==> src/rtl/instr_loader_pkg.sv <==
// Shared definitions for the boot-time instruction loader: FSM encoding and
// byte-stream framing constants.
package instr_loader_pkg;

  typedef enum logic [2:0] {
    ST_IDLE  = 3'd0,
    ST_LEN0  = 3'd1,
    ST_LEN1  = 3'd2,
    ST_DATA  = 3'd3,
    ST_CHECK = 3'd4,
    ST_DONE  = 3'd5,
    ST_ERR   = 3'd6
  } state_e;

  localparam int unsigned HDR_LEN        = 2;
  localparam int unsigned BYTES_PER_WORD = 4;
  localparam int unsigned LEN_WIDTH      = 8 * HDR_LEN;
  localparam int unsigned BCNT_WIDTH     = $clog2(BYTES_PER_WORD);

  // States in which the stream is consumed and the core must stay held.
  function automatic logic is_session(input state_e s);
    return (s == ST_LEN0) || (s == ST_LEN1) || (s == ST_DATA) || (s == ST_CHECK);
  endfunction

endpackage

==> src/rtl/instr_loader.sv <==
// Byte-stream instruction loader: parses a length-prefixed, XOR-checksummed
// stream and writes little-endian words into instruction memory.
//
// state | meaning
// IDLE  | waiting for start, core released
// LEN0  | expecting word count low byte
// LEN1  | expecting word count high byte, range check
// DATA  | assembling payload words, one write per 4 bytes
// CHECK | expecting checksum byte
// DONE  | session ok, done sticky until next start
// ERR   | bad length or checksum, error sticky until next start
module instr_loader
  import instr_loader_pkg::*;
#(
  parameter int DATA_WIDTH = 32,
  parameter int ADDR_WIDTH = 32,
  parameter int MEM_SIZE   = 512
) (
  input  logic                  clk,
  input  logic                  rst,
  input  logic                  start,
  input  logic                  in_valid,
  input  logic [7:0]            in_data,
  output logic                  in_ready,
  output logic                  mem_we,
  output logic [ADDR_WIDTH-1:0] mem_addr,
  output logic [DATA_WIDTH-1:0] mem_wdata,
  output logic                  cpu_hold,
  output logic                  done,
  output logic                  error
);

  state_e                  state_q, state_d;
  logic [LEN_WIDTH-1:0]    len_q, len_d;
  logic [LEN_WIDTH-1:0]    word_idx_q, word_idx_d;
  logic [BCNT_WIDTH-1:0]   byte_cnt_q, byte_cnt_d;
  logic [23:0]             word_buf_q, word_buf_d;
  logic [7:0]              csum_q, csum_d;
  logic                    mem_we_q, mem_we_d;
  logic [ADDR_WIDTH-1:0]   mem_addr_q, mem_addr_d;
  logic [DATA_WIDTH-1:0]   mem_wdata_q, mem_wdata_d;

  logic                    accept;
  logic [LEN_WIDTH-1:0]    len_full;
  logic                    last_byte_of_word;
  logic                    last_word;

  assign in_ready          = is_session(state_q);
  assign accept            = in_valid && in_ready;
  assign len_full          = {in_data, len_q[7:0]};
  assign last_byte_of_word = (byte_cnt_q == BCNT_WIDTH'(BYTES_PER_WORD - 1));
  assign last_word         = (word_idx_q == (len_q - LEN_WIDTH'(1)));

  always_comb begin
    state_d     = state_q;
    len_d       = len_q;
    word_idx_d  = word_idx_q;
    byte_cnt_d  = byte_cnt_q;
    word_buf_d  = word_buf_q;
    csum_d      = csum_q;
    mem_we_d    = 1'b0;
    mem_addr_d  = mem_addr_q;
    mem_wdata_d = mem_wdata_q;

    case (state_q)
      ST_IDLE, ST_DONE, ST_ERR: begin
        if (start) begin
          state_d    = ST_LEN0;
          len_d      = '0;
          word_idx_d = '0;
          byte_cnt_d = '0;
          word_buf_d = '0;
          csum_d     = '0;
        end
      end

      ST_LEN0: begin
        if (accept) begin
          len_d[7:0] = in_data;
          state_d    = ST_LEN1;
        end
      end

      ST_LEN1: begin
        if (accept) begin
          len_d = len_full;
          if (len_full == '0) begin
            state_d = ST_CHECK;
          end else if (32'(len_full) > 32'(MEM_SIZE)) begin
            state_d = ST_ERR;
          end else begin
            state_d = ST_DATA;
          end
        end
      end

      ST_DATA: begin
        if (accept) begin
          csum_d = csum_q ^ in_data;
          if (last_byte_of_word) begin
            // Bytes arrive LSB first; the buffer shifts down so the 4th byte lands on top.
            mem_we_d    = 1'b1;
            mem_addr_d  = ADDR_WIDTH'({word_idx_q, 2'b00});
            mem_wdata_d = DATA_WIDTH'({in_data, word_buf_q});
            byte_cnt_d  = '0;
            word_idx_d  = word_idx_q + LEN_WIDTH'(1);
            if (last_word) begin
              state_d = ST_CHECK;
            end
          end else begin
            word_buf_d = {in_data, word_buf_q[23:8]};
            byte_cnt_d = byte_cnt_q + BCNT_WIDTH'(1);
          end
        end
      end

      ST_CHECK: begin
        if (accept) begin
          state_d = (in_data == csum_q) ? ST_DONE : ST_ERR;
        end
      end

      default: state_d = ST_IDLE;
    endcase
  end

  always_ff @(posedge clk) begin
    if (rst) begin
      state_q     <= ST_IDLE;
      len_q       <= '0;
      word_idx_q  <= '0;
      byte_cnt_q  <= '0;
      word_buf_q  <= '0;
      csum_q      <= '0;
      mem_we_q    <= 1'b0;
      mem_addr_q  <= '0;
      mem_wdata_q <= '0;
    end else begin
      state_q     <= state_d;
      len_q       <= len_d;
      word_idx_q  <= word_idx_d;
      byte_cnt_q  <= byte_cnt_d;
      word_buf_q  <= word_buf_d;
      csum_q      <= csum_d;
      mem_we_q    <= mem_we_d;
      mem_addr_q  <= mem_addr_d;
      mem_wdata_q <= mem_wdata_d;
    end
  end

  // The last write lands one cycle after the FSM has left DATA; keep the core held for it.
  assign cpu_hold  = is_session(state_q) || mem_we_q;
  assign mem_we    = mem_we_q;
  assign mem_addr  = mem_addr_q;
  assign mem_wdata = mem_wdata_q;
  assign done      = (state_q == ST_DONE);
  assign error     = (state_q == ST_ERR);

endmodule

==> config.mk <==
export PLATFORM = sky130hd
export DESIGN_NAME = instr_loader
export DESIGN_NICKNAME = d
export VERILOG_FILES = /design/src/rtl/instr_loader_pkg.sv /design/src/rtl/instr_loader.sv
export SDC_FILE = /design/constraint.sdc
export NUM_CORES = 1
export LEC_CHECK = 0
export CORE_MARGIN = 3
export CORE_UTILIZATION = 54
export DETAILED_ROUTE_END_ITERATION = 10
export GPL_ROUTABILITY_DRIVEN = 1
export GPL_TIMING_DRIVEN = 1
export PLACE_DENSITY = 0.83
export SLEW_MARGIN = 40
export SYNTH_ARGS = -nofsm -noshare
export SYNTH_HDL_FRONTEND = slang
export SYNTH_SLANG_ARGS = --single-unit
==> constraint.sdc <==
create_clock -name clk -period 3 [get_ports clk]
set_input_delay 0.3 -clock clk [delete_from_list [all_inputs] [get_ports clk]]
set_output_delay 0.3 -clock clk [all_outputs]
set_load 0.02 [all_outputs]
-- Word-level counts from Yosys, hierarchy flattened
Index checks and enable logic that the tools add are counted.
- output and inout port bits: 69
- logic and storage cells: 85
- flip-flop bits (word level): 118
- reduce and logical (&&, ||, !) cells: 19
- bitwise gates (word level): 4
- eq/ne operators: 17
- magnitude comparators: 1
- multiplexer cells: 31
- $add $sub $neg: 3
- operators by type and width (operator ; count):
    $mux W24 ; 3
    $mux W16 ; 4
    $pmux W24 S2 ; 1
    $pmux W16 S2 ; 1
    $pmux W8 S2 ; 2
    $mux W3 ; 9
    $mux W8 ; 3
    $pmux W8 S3 ; 1
    $add A16 B1 Y16 const B ; 1
    $eq A16 B16 Y1 ; 1
    $gt A16 B10 Y1 const B ; 1
    $logic_not A16 Y1 ; 1
    $ne A2 B2 Y1 const B ; 8
    $sub A16 B1 Y16 const B ; 1
    $pmux W3 S5 ; 1
    $reduce_and A4 Y1 ; 3
    $eq A3 B3 Y1 const B ; 3
    $reduce_and A3 Y1 ; 3
    $eq A8 B8 Y1 ; 1
    $mux W2 ; 4
    $xor A8 B8 Y8 ; 1
    $reduce_and A7 Y1 ; 1
    $eq A3 B2 Y1 const B ; 2
    $reduce_bool A2 Y1 ; 3
    10 further kinds ; 16

-- Depth between registers and ports, before layout
- depth in word-level cells: 7
- depth in mapped cells: 8
- depth with buffers taken out: 8

-- Least setup slack after synthesis
Ideal clock, no wire load.
- path kind: reg-to-reg
- start: register len_q[2]
- end: register state_q[2]
- arrival time: 2116 ps
- clock period less this slack: 2188 ps
- cell stages (with the launch flop): 9
- setup slack: 812 ps
- library setup time: 72 ps
- path through: dfxtp_1 -> buf_6 -> or3_1 -> buf_6 -> or3_4 -> a22oi_2 -> o2111ai_2 -> a2111oi_4 -> mux2i_1
- longest elaborated chain between the ends: 5
- ends and longest elaborated chain (what ; line ; text):
    start, declared ; instr_loader.sv:34 ; logic [LEN_WIDTH-1:0] len_q, len_d;
    start signal, assigned ; instr_loader.sv:140 ; len_q <= len_d;
    branches (longest 5 deep; another with $sub A16 B1 Y16) ; n/a ;
    end signal, assigned ; instr_loader.sv:139 ; state_q <= state_d;
    end, declared ; instr_loader.sv:33 ; state_e state_q, state_d;
Several ways; the timed one is not identified. The select of a mux whose other input is x is not followed.
A chain may end at the register's enable or synchronous reset.

-- Final worst setup path
- start: register state_q[1]
- end: output cpu_hold
- longest elaborated chain between the ends: 5
- ends and longest elaborated chain (what ; line ; text):
    $eq A3 B1 Y1 / $eq A3 B2 Y1 (equally long branches) ; instr_loader_pkg.sv:22 ; return (s == ST_LEN0) || (s == ST_LEN1) || (s == ST_DATA) || (s == ST_CHECK);
    $logic_or A1 B1 Y1 (2 in a row) ; instr_loader_pkg.sv:22 ;
    $logic_or A1 B1 Y1 * ; instr_loader_pkg.sv:22 ;
    $logic_or A1 B1 Y1 * ; instr_loader.sv:152 ; assign cpu_hold = is_session(state_q) || mem_we_q;
    end, declared ; instr_loader.sv:28 ; output logic cpu_hold,
Mark *: on every way between the ends. The rest lies on a longest branch, timed or not.

==> results by group <==
Outcome
  – Outcome: finished, final reports clean

Clock tree
  – Hold buffers post-CTS: 0
  – Num CTS Buffers: 17
  – Clock tree buffer depth: 2
  – Worst-path clk slew: 60 ps
  – Root Buffer: clkbuf_8
  – CTS tree: done
  – Worst skew pair latency: approximately 500 ps
  – Postcts setup bufs: 0
  – H-tree depth: 4
  – Sink Count: 118

Timing
  – Final setup fails: 0
  – Final hold violations: 0
  – Worst slew pin tran: 722 ps
  – Fin. max-slew vios: 0
  – Setup TNS: 0 ps
  – FMAX: 369 MHz
  – RSZ-0062 raised after global routing: no
  – Period utilization: 0.904
  – Clock Skew: 10.3 ps
  – Fin crit period: 2710 ps
  – Slew Limit Headroom: 0.517
  – Final WS setup: 287 ps

Global routing
  – Initial antenna violation count: 0
  – Largest net degree at the start of global routing: 52
  – GRT overflow: 0
  – Number of global-route vias before repair: approximately 5000
  – GRT Util Overall: 0.272
  – First-pass GRT wire length: 24800 µm

Flow run
  – Max cap viols: 0

Detailed routing
  – Vias post-DR: 5154
  – Number of remaining DRC errors: 0
  – First-pass iteration count of the detailed router: 5
  – Drt total wl: 15100 µm
  – Final antenna-violating net count: 0
  – DR iter-0 viols: between 400 and 500
  – DR vias/cell: 5.80
  – WL/cell: 17.0 µm

Floorplan
  – Chip width: 107 µm
  – Initial core utilization: 0.558
  – CORE AREA: 9860 µm²
  – FP Rows: 36
  – IO Pins: 81
  – Die height: 107 µm
  – Die Footprint: 11400 µm²

Setup path
  – Crit path arrival time: 2410 ps
  – Crit. End Element: output pin
  – Critical Path Fanout Max: 15
  – Crit path kind: reg -> out
  – Worst EP required: roughly 2700 ps
  – CP Launch Type: register

Logic synthesis
  – Library cells used by synthesis: 58
  – Synthesized instance count: roughly 700
  – Simple-gate share of the synthesized area: 0.242
  – Largest family of logic cells by synthesized area: simple AND/OR/NAND/NOR gates
  – Share of flip-flops with an asynchronous set or reset: 0
  – Flops & latches, synth: 118
  – Register area share after synthesis: 0.429
  – Syn. warnings: 0
  – Commonest register cell after synthesis: dfxtp_1
  – Syn Area/Cell: approximately 8.0 µm²
  – Post-synthesis adder-cell area fraction: 0.00909
  – Post-Syn Area: around 5500 µm²
  – Synth Area in XOR/XNOR: 0.0684
  – Post-synth EDFFs: 0
  – Multiplexer area fraction after synthesis: 0.00750
  – Synth Area in Compound Gates: 0.176

Pwr
  – P_leak: 2.40 nW
  – Power, Total: 5.03 mW
  – PD cells: approximately 750 nW/µm²
  – Peak supply drop: 0.000576 V

Finish
  – End-of-flow core utilization: 0.682
  – Fillcell total: 769
  – Design area: 6730 µm²
  – FF+latch area: 2360 µm²
  – Ratio of cells with drive above 1 in the final layout: 0.0847
  – Nets: between 700 and 800
  – Diode count: 0
  – Area Growth Syn to Fin: 22.1%
  – Multi-input logic area: between 2000 and 3000 µm²

Placed design
  – Setup WS pre-CTS: 375 ps
  – # port buffers: 64
  – RePlAce Congestion: 0.901
  – Placed cell area: 6170 µm²
  – HPWL Detailed: 10000 µm

Worst hold path
  – Min-Delay Path Class: in -> reg
==> metal layers <==
| layer | routed length [µm] | up-vias | GRT usage |
|---|---|---|---|
| met5 | 0 | - | 0 |
| met4 | 410 | 0 | 0.0995 |
| met3 | 985 | 37 | 0.0584 |
| met2 | 7440 | 230 | 0.457 |
| met1 | 6290 | 2437 | 0.345 |
| li1 | - | 2450 | - |
==> flip-flops by register name, summed over array words and instances (netlist names) <==
name,flops
len_q,16
csum_q,8
mem_addr,16
mem_we,1
state_q,3
word_idx_q,16
word_buf_q,24
mem_wdata,32
byte_cnt_q,2
==> worst max-delay path, cell delays in order, from the launching register on <==
cell	delay, ps
dfxtp_1	640
o21ai_0	220
and2_1	220
or2_2	280
clkdlybuf4s50_1	540
==> final cells by class <==
| type | count | area share |
|---|---|---|
| clock buffers | 18 | 0.0621 |
| multi-input cells | 514 | 0.421 |
| well taps | 133 | 0.0247 |
| flip-flops and latches | 118 | 0.351 |
| inverters | 11 | 0.00614 |
| repair buffers | 81 | 0.113 |
| clock inverters | 14 | 0.0208 |
==> cells by family (layout without fill, tap and decap cells) <==
family,Yosys count,after routing
AO/OA/AOI/OAI,154,154
XOR/XNOR,43,43
adder cells (fa/ha/maj),4,4
buffers and inverters,74,124
flip-flops,118,118
multiplexers,4,4
other,1,16
AND/OR/NAND/NOR,293,293
==> cell usage after synthesis, types with 2 or more instances <==
library cell,number,area share
xor2_1,18,0.029
nand4b_1,3,0.0048
o31ai_1,5,0.0068
buf_4,18,0.025
buf_6,3,0.0061
a21oi_1,84,0.076
o21ai_0,12,0.011
and3_1,6,0.0068
nand2b_1,4,0.0045
a22oi_1,26,0.035
or4_1,4,0.0055
a21o_1,4,0.0055
ha_1,4,0.0091
nor2b_1,4,0.0045
buf_1,4,0.0027
and2_1,4,0.0045
nand4_1,13,0.015
clkbuf_1,38,0.026
inv_1,11,0.0075
mux2i_1,3,0.0055
o31a_1,2,0.0032
nor2_1,58,0.040
or3_1,6,0.0068
nand2_1,143,0.097
a211o_1,2,0.0032
nor3_1,8,0.0073
nand3_1,22,0.020
a211oi_1,2,0.0027
a221o_1,2,0.0036
xnor2_1,25,0.040
or2_2,3,0.0034
nor4_1,6,0.0068
o41ai_1,2,0.0032
dfxtp_1,118,0.43
==> per-stage QoR <==
step | instances | hold WS (ps)
6_report | 889 | 403
5_1_grt | 889 | 415
4_1_cts | 889 | 386
3_5_place_dp | 857 | 446
3_3_place_gp | 857 | 441
2_1_floorplan | 706 | 432
==> worst paths after layout <==
path                            startpoint                     endpoint  slack (ps)  cells after the start
setup / recovery   state_q[1]$_SDFFE_PP0P_                     cpu_hold         290                      4
setup reg to reg   state_q[1]$_SDFFE_PP0P_  word_idx_q[10]$_SDFFE_PP0P_         510                      6
hold reg to reg   mem_addr[2]$_SDFFE_PP0P_     mem_addr[2]$_SDFFE_PP0P_         460                      2
hold / removal                         rst  word_buf_q[18]$_SDFFE_PP0P_         400                      3
==> power by group <==
part	switching [mW]	total, mW	leakage [nW]	internal (mW)
Clock	0.771	1.89	0.269	1.12
Sequential	0.116	1.75	0.952	1.64
Combinational	0.873	1.39	1.18	0.512
==> layout by cell type, fill, tap and decap left out, types with 8 or more instances in the layout <==
cell type,netlist,final
clkdlybuf4s50_1,0,63
nor3_1,8,8
inv_1,11,11
o21ai_0,12,12
conb_1,1,16
xor2_1,18,18
nand2_1,143,143
buf_4,18,17
a22oi_1,26,26
clkbuf_16,0,16
nor2_1,58,58
xnor2_1,25,25
a21oi_1,84,84
nand4_1,13,13
dfxtp_1,118,117
nand3_1,22,22
==> repair_timing <==
action / CTS / global route
setup endpoints to repair: 0 / 1
endpoints found under the hold margin: 0 / 0
gates resized for setup: 0 / 1
No activity file was read; power rests on OpenSTA's default activity.
